**src/rtl/uart_mem_sender_if.sv**
```systemverilog
// Host/memory-side bundle for uart_mem_sender: start/abort control, memory read port, serial line and status.
// master is the sender; slave is the host and memory that drive it.
interface uart_mem_sender_if #(
  parameter int width = 12
);
  logic             start;
  logic             abort;
  logic [7:0]       baud_div;
  logic [width-1:0] mem_addr;
  logic             mem_rd;
  logic [7:0]       mem_data;
  logic             uart_tx;
  logic             busy;
  logic             done;
  logic [7:0]       checksum;

  modport master (
    input  start, abort, baud_div, mem_data,
    output mem_addr, mem_rd, uart_tx, busy, done, checksum
  );

  modport slave (
    output start, abort, baud_div, mem_data,
    input  mem_addr, mem_rd, uart_tx, busy, done, checksum
  );
endinterface

```
**src/rtl/uart_mem_sender.sv**
```systemverilog
// Streams preamble, the 2^width-byte memory image and an 8-bit checksum as back-to-back 8N1 frames.
// Latency: first start bit on the accept edge, done 10*P*(2^width+2)+1 cycles later; no backpressure, abort ends at a frame boundary.
module uart_mem_sender #(
  parameter int         width    = 12,
  parameter logic [7:0] PREAMBLE = 8'hA5
) (
  input  logic                clk,
  input  logic                rst_n,
  uart_mem_sender_if.master   io_if
);
  typedef enum logic [2:0] {S_IDLE, S_PRE, S_DATA, S_CSUM, S_DONE} state_t;

  localparam logic [width-1:0] LAST_ADDR = '1;

  state_t           r_state;
  logic [7:0]       r_period;
  logic [7:0]       r_div;
  logic [3:0]       r_bit;
  logic [7:0]       r_shift;
  logic [7:0]       r_next;
  logic [7:0]       r_csum;
  logic [width-1:0] r_addr;
  logic [width-1:0] r_idx;
  logic             r_tx;
  logic             r_busy;
  logic             r_done;
  logic             r_rd;
  logic             r_rd_q;
  logic             r_abort;

  logic             w_bit_end;
  logic             w_abort;
  logic             w_want_rd;
  logic [7:0]       w_fetch_byte;

  assign w_bit_end    = (r_div == r_period - 8'd1);
  assign w_abort      = io_if.abort || r_abort;
  assign w_want_rd    = (r_state == S_PRE) || ((r_state == S_DATA) && (r_idx != LAST_ADDR));
  // With a 2-cycle bit the read data arrives on the very cycle the next frame loads.
  assign w_fetch_byte = r_rd_q ? io_if.mem_data : r_next;

  always_ff @(posedge clk or negedge rst_n) begin
    if (!rst_n) begin
      r_state  <= S_IDLE;
      r_period <= 8'd2;
      r_div    <= 8'd0;
      r_bit    <= 4'd0;
      r_shift  <= 8'd0;
      r_next   <= 8'd0;
      r_csum   <= 8'd0;
      r_addr   <= '0;
      r_idx    <= '0;
      r_tx     <= 1'b1;
      r_busy   <= 1'b0;
      r_done   <= 1'b0;
      r_rd     <= 1'b0;
      r_rd_q   <= 1'b0;
      r_abort  <= 1'b0;
    end else begin
      r_done <= 1'b0;
      r_rd   <= 1'b0;
      r_rd_q <= r_rd;
      if (r_rd_q) r_next <= io_if.mem_data;
      if (r_rd && (r_addr != LAST_ADDR)) r_addr <= r_addr + 1'b1;

      case (r_state)
        S_IDLE: begin
          if (io_if.start && !io_if.abort) begin
            r_state  <= S_PRE;
            r_busy   <= 1'b1;
            r_csum   <= 8'd0;
            r_addr   <= '0;
            r_tx     <= 1'b0;
            r_shift  <= PREAMBLE;
            r_div    <= 8'd0;
            r_bit    <= 4'd0;
            r_abort  <= 1'b0;
            r_period <= (io_if.baud_div < 8'd2) ? 8'd2 : io_if.baud_div;
          end
        end

        S_PRE, S_DATA, S_CSUM: begin
          if (io_if.abort) r_abort <= 1'b1;
          if (!w_bit_end) begin
            r_div <= r_div + 8'd1;
          end else begin
            r_div <= 8'd0;
            if (r_bit != 4'd9) begin
              r_bit <= r_bit + 4'd1;
              r_tx  <= (r_bit == 4'd8) ? 1'b1 : r_shift[r_bit[2:0]];
              if ((r_bit == 4'd8) && w_want_rd && !w_abort) r_rd <= 1'b1;
            end else begin
              r_bit <= 4'd0;
              if (w_abort) begin
                r_state <= S_IDLE;
                r_busy  <= 1'b0;
                r_abort <= 1'b0;
              end else if (r_state == S_CSUM) begin
                r_state <= S_DONE;
              end else begin
                r_tx <= 1'b0;
                if ((r_state == S_DATA) && (r_idx == LAST_ADDR)) begin
                  r_state <= S_CSUM;
                  r_shift <= r_csum;
                end else begin
                  r_state <= S_DATA;
                  r_shift <= w_fetch_byte;
                  r_csum  <= r_csum + w_fetch_byte;
                  r_idx   <= (r_state == S_PRE) ? '0 : r_idx + 1'b1;
                end
              end
            end
          end
        end

        S_DONE: begin
          r_state <= S_IDLE;
          r_busy  <= 1'b0;
          r_done  <= 1'b1;
        end

        default: r_state <= S_IDLE;
      endcase
    end
  end

  assign io_if.uart_tx  = r_tx;
  assign io_if.busy     = r_busy;
  assign io_if.done     = r_done;
  assign io_if.mem_rd   = r_rd;
  assign io_if.mem_addr = r_addr;
  assign io_if.checksum = r_csum;
endmodule

```
**src/flat_wrapper.sv**
```systemverilog
// flat-port wrapper written by rule: the top's interface ports become plain ports
module uart_mem_sender_flat 
#(
  parameter int         width    = 12,
  parameter logic [7:0] PREAMBLE = 8'hA5
)
  (clk, rst_n, io_if_start, io_if_abort, io_if_baud_div, io_if_mem_data, io_if_mem_addr, io_if_mem_rd, io_if_uart_tx, io_if_busy, io_if_done, io_if_checksum);
  uart_mem_sender_if #(.width(width)) io_if_i ();
  input  logic clk;
  input  logic rst_n;
  input wire logic [$bits(io_if_i.start)-1:0] io_if_start;
  input wire logic [$bits(io_if_i.abort)-1:0] io_if_abort;
  input wire logic [$bits(io_if_i.baud_div)-1:0] io_if_baud_div;
  input wire logic [$bits(io_if_i.mem_data)-1:0] io_if_mem_data;
  output wire logic [$bits(io_if_i.mem_addr)-1:0] io_if_mem_addr;
  output wire logic [$bits(io_if_i.mem_rd)-1:0] io_if_mem_rd;
  output wire logic [$bits(io_if_i.uart_tx)-1:0] io_if_uart_tx;
  output wire logic [$bits(io_if_i.busy)-1:0] io_if_busy;
  output wire logic [$bits(io_if_i.done)-1:0] io_if_done;
  output wire logic [$bits(io_if_i.checksum)-1:0] io_if_checksum;
  assign io_if_i.start = io_if_start;
  assign io_if_i.abort = io_if_abort;
  assign io_if_i.baud_div = io_if_baud_div;
  assign io_if_i.mem_data = io_if_mem_data;
  assign io_if_mem_addr = io_if_i.mem_addr;
  assign io_if_mem_rd = io_if_i.mem_rd;
  assign io_if_uart_tx = io_if_i.uart_tx;
  assign io_if_busy = io_if_i.busy;
  assign io_if_done = io_if_i.done;
  assign io_if_checksum = io_if_i.checksum;
  uart_mem_sender #(.width(width), .PREAMBLE(PREAMBLE)) u_core (.clk(clk), .rst_n(rst_n), .io_if(io_if_i));
endmodule
```
**config.mk**
```make
export PLATFORM = sky130hd
export DESIGN_NAME = uart_mem_sender_flat
export DESIGN_NICKNAME = d
export VERILOG_FILES = /design/src/rtl/uart_mem_sender_if.sv /design/src/rtl/uart_mem_sender.sv /design/src/flat_wrapper.sv
export SDC_FILE = /design/constraint.sdc
export NUM_CORES = 1
export LEC_CHECK = 0
export CELL_PAD_IN_SITES_DETAIL_PLACEMENT = 2
export CELL_PAD_IN_SITES_GLOBAL_PLACEMENT = 2
export CORE_ASPECT_RATIO = 1.1
export CORE_MARGIN = 5
export CORE_UTILIZATION = 37
export CTS_CLUSTER_DIAMETER = 120
export DETAILED_ROUTE_END_ITERATION = 8
export PLACE_DENSITY_LB_ADDON = 0.12
export RECOVER_POWER = 25
export SETUP_SLACK_MARGIN = 0.02
export SLEW_MARGIN = 5
export SYNTH_ARGS = -nofsm -noshare
export SYNTH_HDL_FRONTEND = slang
export SYNTH_SLANG_ARGS = --single-unit
```
**constraint.sdc**
```tcl
create_clock -name clk -period 3.42 [get_ports clk]
set_input_delay 0.684 -clock clk [delete_from_list [all_inputs] [get_ports clk]]
set_output_delay 0.684 -clock clk [all_outputs]
set_load 0.01 [all_outputs]
```
==> metrics, run 1 <==
Worst Hold Launch u_core.r_idx[11]; Final Max Tran Viols 78; width of the chip 112 um; CTS tree built; die height 123 um; WP data arrival 3.40 ns; Critical Path Start Type input port; # hold bufs at CTS 0; outcome complete, but fails checks; synth top area cells dfrtp_1 (44%), nor2_1 (3.8%), mux2_2 (3.7%); First DRT Iteration DRCs 162; antenna violation net count after detailed routing 0; Worst setup EP type flop; routability cong. between 0.7 and 0.8; H-Tree Level Count 3; Antenna Cells 0; drt first pass iters 4; post_cts resized 0; reg2reg start u_core.r_period[1]; setup violators final 0; YS warnings 0; clock latency at the later pin of the worst-skew pair 0.33 ns; Starting Density 37.5%; post-CTS setup buffer count 0; clock slew at reported path FFs 0.06 ns; most common cell in the synthesized netlist dfrtp_1; Core Box Area about 0.011 sq mm; Post-synth top cells dfrtp_1 (75), nor2_1 (43), o21ai_0 (29); total CTS buffers 9; final hold violation count 0; CP Class in -> reg; DPL Wire Length between 8000 and 9000 um; Synth Register Bits 77; number of global-route vias before repair ~3,900; worst hold-check path type reg -> reg; crit-path max FO 3; Top FF cell, synth dfrtp_1; Synth cell types 63; leakage power 2.20 nW; Power Density 616 mW/mm^2; failing checks capacitance limit, slew limit; nets@finish approximately 500; vias per cell ~5.6; WL final 12,200 um; minimum clock period 3.16 ns; Clock Root Buffer clkbuf_16; Synth Net Count 448; sequential area share after synthesis a little under half; Placed Cells 604; WL/cell a little under 20 um; worst relative slew slack -33.9%; share of the synthesized area in the top cell type 43.9%; CTS sink cnt between 70 and 80; EDFF count, synth 0; syn_area_per_cell 10.3 sq um; Req. time, crit path 3.67 ns; placed inst area 0.00489 sq mm; Yosys top cell by area dfrtp_1; final non-filler cell total 619; site row count between 40 and 50; Final Cycle Share 92.3%; asr flop ratio synth 100%; Fmax 317 MHz; # IOs 44; worst slew pin tran 2.01 ns; RSZ-0062 raised after global routing false; vias 3,457; pin count of the biggest net entering global routing 78; Port Buf Inserts 43; Peak VDD IR 269 uV; # fillers between 1,000 and 1,500; Max-cap violations 1; total global routing overflow 0; Synth Instances 416; first-pass GRT wire length 20,500 um; layout cells sized above 1 9.59%; final instance area 0.00516 sq mm; Setup Skew 0.00651 ns; Tot Pwr roughly 0.0032 W; Critical Path Source io_if_mem_data[0]; die area around 0.014 sq mm; synthesized cell area 0.00427 sq mm; Area Overhead vs Synth 20.8%; antenna violations before repair 0; internal reg-to-reg setup slack between 0.4 and 0.5 ns; DR DRC count 0; total track usage 18.5%; CTS Buffer Depth 2
==> worst max-delay path, cell delays in order <==
cell and delay, ns:
clkdlybuf4s50_1 0.43, mux2_1 0.37, ha_1 0.24, a21o_1 0.19
a211oi_1 0.32, o21ai_0 0.15, o211ai_1 0.13, xor2_1 0.11
or4b_2 0.61, o211ai_1 0.17
==> power by group <==
group / switching (W) / total [W] / internal [W]
sequential: 0.000166 / 0.00118 / 0.00101
clock: 0.000369 / 0.000931 / 0.000562
combinational: 0.000642 / 0.00107 / 0.000429
total: 0.00118 / 0.00318 / 0.00200
==> state kept, by name, indices dropped and copies added, names as in the netlist <==
name	flops
u_core.r_state	3
u_core.r_shift	8
u_core.r_idx	12
u_core.io_if.mem_rd	1
u_core.r_period	8
u_core.io_if.mem_addr	12
u_core.io_if.done	1
u_core.r_bit	4
u_core.r_rd_q	1
u_core.r_abort	1
u_core.io_if.checksum	8
u_core.io_if.busy	1
u_core.r_div	8
u_core.r_next	8
u_core.io_if.uart_tx	1
==> cell type report <==
cell class              count  area [sq um]  share of cell area (%)
repair buffers             51           485                    9.41
clock buffers              13           240                    4.66
multi-input cells         314          2240                    43.3
well taps                 150           188                    3.64
flip-flops and latches     77          1930                    37.4
clock inverters             2          35.0                   0.679
inverters                  12          45.0                   0.873
==> kinds of logic after synthesis <==
kind of cell | share of synthesized area (%)
AO/OA/AOI/OAI | 17.9
flip-flops | 45.2
buffers and inverters | 2.58
adder cells (fa/ha/maj) | 3.69
XOR/XNOR | 5.74
multiplexers | 7.15
AND/OR/NAND/NOR | 17.7
==> worst paths after layout <==
check / depth (start not counted) / endpoint
max in group asynchronous: 1 / u_core.r_div[0]
min: 1 / u_core.r_idx[11]
min in group asynchronous: 1 / u_core.r_idx[10]
max reg2reg: 9 / u_core.io_if.checksum[5]
min reg2reg: 1 / u_core.r_idx[11]
max: 10 / u_core.io_if.checksum[7]
==> cells in the final DEF (no fill, tap or decap), drive strengths merged, types with 3 or more instances in the layout <==
cell type and count:
a211oi 5, a21o 7, a21oi 14, a22o 8
a2bb2oi 4, a31oi 3, and2 5, and3 6
and4 4, buf 8, clkbuf 14, clkdlybuf4s50 42
dfrtp 75, ha 11, inv 12, mux2 14
mux2i 9, nand2 21, nand2b 7, nand3 14
nand4 11, nor2 43, nor2b 6, nor3 8
o211ai 7, o21ai 29, o21bai 3, o2bb2ai 5
o31ai 11, o41ai 3, or2 4, or3 3
xnor2 10, xor2 18
==> per-stage QoR <==
stage               setup WS [ns]  hold WS [ns]  utilization [%]  setup TNS [ns]
floorplan                   0.595         0.388                -               0
global placement           0.0631         0.468             42.9               0
detailed placement        -0.0226         0.478             42.9         -0.0226
CTS                         0.324         0.491             45.3               0
global route                0.102         0.526             45.3               0
finish                      0.262         0.486             45.3               0
==> routing by layer <==
layer,routed length [um],track usage [%]
met1,5780,24.2
met4,138,5.48
met5,0,0
met2,6040,32.1
met3,217,2.27
(Power assumes the default switching activity.)
==> run 2: changes to the inputs <==
Settings changed: CORE_UTILIZATION 37 to 40.
Clock period 3.42 ns to 3.86 ns, I/O delays scaled along.
==> run 2 against run 1 <==
Compared with the run above: the flow still finishes with violations (capacitance limit, slew limit); clock power shrank 8.2%; register-to-register slack gained 0.21 ns; design area shrank 0.39%; cell count shrank 1.8%; sequential power shrank 12%; die area shrank 6.9%; via count shrank 0.55%; combinational power shrank 13%; clock skew is essentially flat; critical path type unchanged; critical endpoint unchanged; largest power group unchanged.
==> metrics, run 2 (synthesized netlist as in run 1, its figures left out) <==
outcome complete, but fails checks (unchanged); failing checks capacitance limit, slew limit (unchanged); width of the chip 109 um (was 112 um); CTS tree built (unchanged); WP data arrival 3.55 ns (was 3.40 ns); most used cell, CP o211ai_1 (unchanged); total global routing overflow 0 (unchanged); die height 118 um (was 123 um); # IOs 44 (unchanged); Peak VDD IR 285 uV (was 269 uV); site row count 39 (was 41); vias 3,438 (was 3,457); CTS Buffer Depth 2 (unchanged); Starting Density 40.9% (was 37.5%); Setup Skew 0.00671 ns (was 0.00651 ns); DR DRC count 0 (unchanged); total CTS buffers 9 (unchanged); H-Tree Level Count 3 (unchanged); Core Box Area 0.0104 sq mm (was 0.0114 sq mm); slowest stage delay, CP 0.61 ns (about the same); Antenna Cells 0 (unchanged); Power Density 550 mW/mm^2 (was 616 mW/mm^2); WL final 12,000 um (was 12,200 um); # hold bufs at CTS 0 (unchanged); RSZ-0062 raised after global routing false (unchanged); clock latency at the later pin of the worst-skew pair 0.33 ns (about the same); post-CTS setup buffer count 0 (unchanged); family with the most delay on the worst path compound AO/OA/AOI/OAI gates (unchanged); setup tns final 0 ns (unchanged); Max-cap violations 1 (unchanged); CP Class in -> reg (unchanged); post_cts resized 0 (unchanged); Port Buf Inserts 43 (unchanged); crit-path max FO 3 (unchanged); number of global-route vias before repair 3,821 (was 3,890); Area Overhead vs Synth 20.3% (was 20.8%); Worst Path Buf+Inv 1 (unchanged); clock slew at reported path FFs 0.06 ns (about the same); Clock Root Buffer clkbuf_16 (unchanged); commonest cells after routing, fill and taps aside dfrtp_1 (75), nor2_1 (43), clkdlybuf4s50_1 (42) (unchanged); Worst setup EP type flop (unchanged); # fillers 1,113 (was 1,212); worst relative slew slack -27.8% (was -33.9%); routability cong. 0.804 (was 0.758); CTS sink cnt 77 (unchanged); pin count of the biggest net entering global routing 78 (unchanged); most common cell after layout, fill and taps aside dfrtp_1 (unchanged); layout cells sized above 1 9.68% (was 9.59%); antenna violations before repair 0 (unchanged); worst slew pin tran 1.92 ns (was 2.01 ns); first-pass GRT wire length 20,200 um (was 20,500 um); Final Cycle Share 85.4%; minimum clock period between 3 and 4 ns; WL/cell 19.7 um (about the same); die area 0.0128 sq mm (was 0.0138 sq mm); worst hold-check path type reg -> reg (unchanged); Final Max Tran Viols 78 (unchanged); Critical Path Start Type input port (unchanged); antenna violation net count after detailed routing 0 (unchanged); drt first pass iters 4 (unchanged); Fmax 304 MHz; fin worst setup slack 0.565 ns (was 0.262 ns); Place WS 0.295 ns (was -0.0226 ns); total track usage 19.6% (was 18.5%); nets@finish 492 (was 497); Slowest cell on crit path or4b_2 (unchanged); setup violators final 0 (unchanged); leakage power 2.18 nW (was 2.20 nW); Req. time, crit path 4.11 ns (was 3.67 ns); CP Cell Sequence clkdlybuf4s50_1, mux2_1, ha_1, a21o_1, a211oi_1, o21ai_0, o211ai_1, xor2_1, or4b_2, o211ai_1 (unchanged); First DRT Iteration DRCs 114 (was 162); vias per cell 5.65 (was 5.58); DPL Wire Length 8530 um (was 8650 um); final hold violation count 0 (unchanged)
==> run 2: layout make-up <==
cell class,count,area (sq um),area share [%]
clock buffers,10,239,4.65
clock inverters,6,62.6,1.22
inverters,12,45.0,0.877
multi-input cells,314,2240,43.5
flip-flops and latches,77,1930,37.5
well taps,143,179,3.48
repair buffers,46,448,8.72
==> run 2: worst paths after layout <==
kind                                startpoint                       end  slack, ns  cells after the start
setup / recovery             io_if_mem_data[1]  u_core.io_if.checksum[7]       0.57                     10
hold / removal             u_core.io_if.mem_rd             u_core.r_rd_q       0.50                      0
setup reg to reg            u_core.r_period[1]           u_core.r_idx[5]       0.68                      9
hold reg to reg            u_core.io_if.mem_rd             u_core.r_rd_q       0.50                      0
max in group asynchronous                rst_n           u_core.r_div[7]       1.76                      1
min in group asynchronous                rst_n           u_core.r_idx[8]       0.97                      1
==> run 2: metrics by stage <==
step	instance area (sq um)	power, W	hold slack, ns	util (%)	std cells
global route	5140	0.00298	0.510	49.2	608
detailed placement	4840	0.00197	0.486	46.3	592
CTS	5140	0.00286	0.500	49.2	608
finish	5140	0.00282	0.500	49.2	608
global placement	4840	0.00192	0.471	46.3	592
floorplan	4270	0.00169	0.446	-	416
==> run 2: worst register-to-register path: stages (launching register included) <==
cell	delay (ns)
dfstp_2	0.59
inv_1	0.07
ha_1	0.30
xor2_1	0.17
o211ai_1	0.11
or3_4	0.37
nor3_4	0.32
nand4_4	0.28
or2_1	0.48
o41ai_1	0.37
==> run 2: routing by layer <==
layer | global-route usage (%) | up-vias | wire length, um
met5 | 0 | - | 0
met4 | 6.08 | 0 | 135
met3 | 2.34 | 9 | 201
met2 | 33.2 | 38 | 6090
met1 | 26.0 | 1767 | 5550
li1 | - | 1624 | -
==> run 2: power by group <==
group | internal (W) | total [W] | leakage (nW) | switching (W)
sequential | 0.000896 | 0.00104 | 1.02 | 0.000144
clock | 0.000516 | 0.000855 | 0.140 | 0.000339
combinational | 0.000369 | 0.000930 | 1.01 | 0.000561
